<file path="config.mk">
export PLATFORM = sky130hd
export DESIGN_NAME = shift_count_register
export DESIGN_NICKNAME = d
export VERILOG_FILES = /design/src/rtl/shift_count_register.sv
export SDC_FILE = /design/constraint.sdc
export NUM_CORES = 1
export LEC_CHECK = 0
export ABC_AREA = 0
export ABC_CLOCK_PERIOD_IN_PS = 1900
export BUFFER_PORTS_ARGS = -buffer_cell sky130_fd_sc_hd__buf_2
export CAP_MARGIN = 20
export CORE_MARGIN = 4
export CORE_UTILIZATION = 52
export CTS_BUF_LIST = sky130_fd_sc_hd__clkbuf_2
export CTS_CLUSTER_SIZE = 12
export DETAILED_ROUTE_END_ITERATION = 8
export GPL_TIMING_DRIVEN = 0
export HOLD_SLACK_MARGIN = 0.03
export PLACE_DENSITY_LB_ADDON = 0.1
export SKIP_CTS_REPAIR_TIMING = 1
export SLEW_MARGIN = 20
export SYNTH_ARGS = -nofsm -noshare
export SYNTH_HDL_FRONTEND = slang
export SYNTH_SLANG_ARGS = --single-unit
</file>
<file path="constraint.sdc">
create_clock -name clk -period 1.9 [get_ports clk]
set_input_delay 0.38 -clock clk [delete_from_list [all_inputs] [get_ports clk]]
set_output_delay 0.38 -clock clk [all_outputs]
set_load 0.01 [all_outputs]
</file>
<file path="src/rtl/shift_count_register.sv">
// General-purpose register with load/clear/increment/decrement and serial
// multi-bit shift/rotate under a start/busy/done handshake.
module shift_count_register #(
    parameter int unsigned DATA_WIDTH  = 16,
    parameter int unsigned SHAMT_WIDTH = 4
) (
    input  logic                   clk,
    input  logic                   rst,
    input  logic                   cl,
    input  logic                   ld,
    input  logic [DATA_WIDTH-1:0]  in,
    input  logic                   inc,
    input  logic                   dec,
    input  logic                   start,
    input  logic [2:0]             op,
    input  logic [SHAMT_WIDTH-1:0] amt,
    input  logic                   il,
    input  logic                   ir,
    output logic [DATA_WIDTH-1:0]  out,
    output logic                   carry,
    output logic                   zero,
    output logic                   busy,
    output logic                   done
);

    typedef enum logic {
        IDLE,
        SHIFT
    } state_e;

    typedef enum logic [2:0] {
        OP_SHL = 3'd0,
        OP_SHR = 3'd1,
        OP_SAR = 3'd2,
        OP_ROL = 3'd3,
        OP_ROR = 3'd4
    } shift_op_e;

    localparam logic [DATA_WIDTH:0]    DATA_ONE = (DATA_WIDTH + 1)'(1);
    localparam logic [SHAMT_WIDTH-1:0] CNT_ONE  = SHAMT_WIDTH'(1);

    state_e                 state_q, state_d;
    logic [DATA_WIDTH-1:0]  data_q, data_d;
    logic                   carry_q, carry_d;
    logic                   done_q, done_d;
    logic [SHAMT_WIDTH-1:0] cnt_q, cnt_d;
    shift_op_e              op_q, op_d;
    logic                   il_q, il_d;
    logic                   ir_q, ir_d;

    logic [DATA_WIDTH:0]    inc_sum;
    logic [DATA_WIDTH:0]    dec_diff;
    logic [DATA_WIDTH-1:0]  step_data;
    logic                   step_carry;
    logic                   start_ok;

    // State register
    always_ff @(posedge clk) begin
        if (rst) begin
            state_q <= IDLE;
            data_q  <= '0;
            carry_q <= 1'b0;
            done_q  <= 1'b0;
            cnt_q   <= '0;
            op_q    <= OP_SHL;
            il_q    <= 1'b0;
            ir_q    <= 1'b0;
        end else begin
            state_q <= state_d;
            data_q  <= data_d;
            carry_q <= carry_d;
            done_q  <= done_d;
            cnt_q   <= cnt_d;
            op_q    <= op_d;
            il_q    <= il_d;
            ir_q    <= ir_d;
        end
    end

    // Extra MSB of the widened sum/difference is the carry-out/borrow.
    always_comb begin
        inc_sum  = {1'b0, data_q} + DATA_ONE;
        dec_diff = {1'b0, data_q} - DATA_ONE;
        start_ok = (amt != '0) && (op <= 3'd4);
    end

    // One single-bit step of the latched shift operation
    always_comb begin
        step_data  = data_q;
        step_carry = carry_q;
        case (op_q)
            OP_SHL: begin
                step_data  = {data_q[DATA_WIDTH-2:0], il_q};
                step_carry = data_q[DATA_WIDTH-1];
            end
            OP_SHR: begin
                step_data  = {ir_q, data_q[DATA_WIDTH-1:1]};
                step_carry = data_q[0];
            end
            OP_SAR: begin
                step_data  = {data_q[DATA_WIDTH-1], data_q[DATA_WIDTH-1:1]};
                step_carry = data_q[0];
            end
            OP_ROL: begin
                step_data  = {data_q[DATA_WIDTH-2:0], data_q[DATA_WIDTH-1]};
                step_carry = data_q[DATA_WIDTH-1];
            end
            OP_ROR: begin
                step_data  = {data_q[0], data_q[DATA_WIDTH-1:1]};
                step_carry = data_q[0];
            end
            default: ;
        endcase
    end

    // Next-state and datapath update
    always_comb begin
        state_d = state_q;
        data_d  = data_q;
        carry_d = carry_q;
        done_d  = 1'b0;
        cnt_d   = cnt_q;
        op_d    = op_q;
        il_d    = il_q;
        ir_d    = ir_q;
        case (state_q)
            IDLE: begin
                if (cl) begin
                    data_d  = '0;
                    carry_d = 1'b0;
                end else if (ld) begin
                    data_d  = in;
                    carry_d = 1'b0;
                end else if (start) begin
                    if (start_ok) begin
                        state_d = SHIFT;
                        cnt_d   = amt;
                        op_d    = shift_op_e'(op);
                        il_d    = il;
                        ir_d    = ir;
                    end else begin
                        done_d = 1'b1;
                    end
                end else if (inc) begin
                    data_d  = inc_sum[DATA_WIDTH-1:0];
                    carry_d = inc_sum[DATA_WIDTH];
                end else if (dec) begin
                    data_d  = dec_diff[DATA_WIDTH-1:0];
                    carry_d = dec_diff[DATA_WIDTH];
                end
            end
            SHIFT: begin
                if (cl) begin
                    state_d = IDLE;
                    data_d  = '0;
                    carry_d = 1'b0;
                end else begin
                    data_d  = step_data;
                    carry_d = step_carry;
                    cnt_d   = cnt_q - CNT_ONE;
                    if (cnt_q == CNT_ONE) begin
                        state_d = IDLE;
                        done_d  = 1'b1;
                    end
                end
            end
        endcase
    end

    // Outputs
    always_comb begin
        out   = data_q;
        carry = carry_q;
        done  = done_q;
        busy  = (state_q == SHIFT);
        zero  = (data_q == '0);
    end

endmodule

</file>
==> results.json <==
{
  "yosys.area.top_type_share": 0.222,
  "vias": 3020,
  "crit_fanout": 6,
  "fin_area_mm2": 0.00324,
  "critPathKind": "register to register",
  "port_buffers": 51,
  "drt_pass1_iterations": 6,
  "grt_usage": 0.272,
  "n_antenna_cell": 0,
  "hold_violations": 0,
  "p_total_mw": 1.56,
  "most-common-layout-cells": "56 x buf_2, 28 x nand2_1, 24 x nor2_1, 20 x a21oi_1, 19 x buf_4",
  "dieArea_mm2": 0.00602,
  "critPathArrivalTime_ns": 2.55,
  "synth_seq_area_share": 0.222,
  "routedWlPerCell_um": 18.5,
  "synth_warnings": 0,
  "dp.cells": 452,
  "drc": 0,
  "stdcell_count": 471,
  "synthToLayoutAreaGrowth_pct": 28.7,
  "rows": 25,
  "vias_per_cell": 6.41,
  "initialDrtViolationCount": 514,
  "grt_pass1_vias": 2746,
  "core_area_mm2": 0.00472,
  "netlist_top_cells_area": "dfxtp_1 22%, mux2i_1 6.0%, a21oi_1 4.4%",
  "synthArstFlopShare": 0,
  "post-route-min-period_ns": 2.20,
  "root_buffer": "clkbuf_2",
  "clkTransAtPathRegs_ns": 0.29,
  "placed_area_mm2": 0.00286,
  "syn_area_mm2": 0.00252,
  "violations": "negative setup slack",
  "clock_latency_ns": 0.39,
  "setup_ws_ns": -0.299,
  "synth_area_per_cell_um2": 7.54,
  "synth-edff-count": 0,
  "synth_cell_types": 67,
  "die_x_um": 77.6,
  "overflow": 0,
  "fmax_mhz": 455,
  "syn-num-nets": 370,
  "grt_antenna_before_repair": 0,
  "ant_nets": 0,
  "period_share": 1.16,
  "gp_congestion": 0.955,
  "maxSlewViolCount": 0,
  "maxSlewHeadroom": 0.578,
  "drv_cap": 0,
  "whs_ns": 0.187,
  "finalSetupViolCount": 9,
  "crit_path_start_kind": "register",
  "clock_path_buffers": 2,
  "clock-sinks": 28,
  "tightest_slew_ns": 0.633,
  "p_per_area_mw_per_mm2": 482,
  "leakage_nw": 1.41,
  "ys_ff_latch": 28,
  "dp_hpwl_mm": 5.94,
  "layout-drive-gt1-share": 0.364,
  "cts_tree": "built",
  "die_h_um": 77.6,
  "initial_core_util": 0.534,
  "synth_cells": 334,
  "ir_drop_mv": 0.260,
  "grt_pass1_wl_mm": 13.3,
  "routed_wl_mm": 8.73,
  "cts_made_buffers": 3,
  "nets": 441,
  "ys.flop_type": "dfxtp_1",
  "clock_skew_ns": 0.00178,
  "end_kind": "register",
  "rsz0062_at_grt": "yes",
  "status": "finished, violations left",
  "num_io_pins": 52,
  "hold_path.class": "input pin to register",
  "grt_start_max_net_pins": 16,
  "cp.required_ns": 2.25,
  "htreeDepth": 1,
  "yosysTopAreaCell": "dfxtp_1",
  "mostFrequentLayoutCell": "buf_2"
}
-- worst max-delay path, stage by stage (launching register included) --
cell and delay [ns]:
dfxtp_4 0.43, or4_4 0.53, or4_4 0.55, mux2i_4 0.18
mux2_4 0.31, a31oi_1 0.15
-- area by class of cell --
cell class | count | area, um2
multi-input cells | 260 | 1920
fillers | 400 | 1480
flip-flops and latches | 28 | 582
repair buffers | 72 | 433
plain buffers | 28 | 159
well taps | 67 | 83.8
inverters | 12 | 45.0
clock buffers | 3 | 15.0
clock inverters | 1 | 3.75
-- state kept, by name, indices dropped and copies added, names as in the netlist --
signal	count
out	16
busy	1
done	1
il_q	1
ir_q	1
carry	1
cnt_q	4
op_q	3
-- where the power goes --
part | internal, mW | switching, mW | total [mW]
registers | 0.621 | 0.0475 | 0.668
clock network | 0.0457 | 0.202 | 0.248
logic | 0.304 | 0.344 | 0.648
total | 0.971 | 0.594 | 1.56
-- synth_stat cells (5+ instances only) --
cell type / count
a31oi_1: 5
a21oi_1: 22
mux2i_1: 15
inv_1: 11
nor2_1: 25
nand4_1: 5
mux2_2: 8
a211oi_1: 6
dfxtp_1: 28
nand3_1: 9
a22oi_1: 7
a21o_1: 6
nand2_1: 28
nor4_1: 5
or3_1: 7
o21ai_0: 16
buf_2: 10
o211ai_1: 8
nor3_1: 8
clkbuf_1: 18
-- path summary, 6_finish.rpt --
check        slack, ns       end  cells after the start     start
max              -0.30   out[12]                      5    out[8]
min               0.19      ir_q                      3        ir
max reg2reg      -0.30   out[12]                      5    out[8]
min reg2reg       0.51  cnt_q[3]                      2  cnt_q[3]
-- cells by family after synthesis --
group	Yosys count	synth area share
XOR/XNOR	6	0.0209
flip-flops	28	0.222
AO/OA/AOI/OAI	113	0.317
buffers and inverters	46	0.0809
adder cells (fa/ha/maj)	4	0.0199
AND/OR/NAND/NOR	113	0.239
multiplexers	24	0.0998
-- per-layer routing --
metal  global-route usage  routed length [um]
met1                0.374                3620
met5                    0                   0
met3               0.0278                 833
met4                0.132                 285
met2                0.423                3990
-- stage by stage --
stage	setup slack [ns]	utilization	setup TNS, ns
after detailed placement	-0.461	0.606	-7.73
after CTS	-0.530	0.610	-4.78
after floorplan	-0.161	-	-0.161
final	-0.299	0.687	-1.45
after global placement	-0.472	0.606	-7.83
after global routing	-0.326	0.687	-1.97
(Power assumes the default switching activity.)
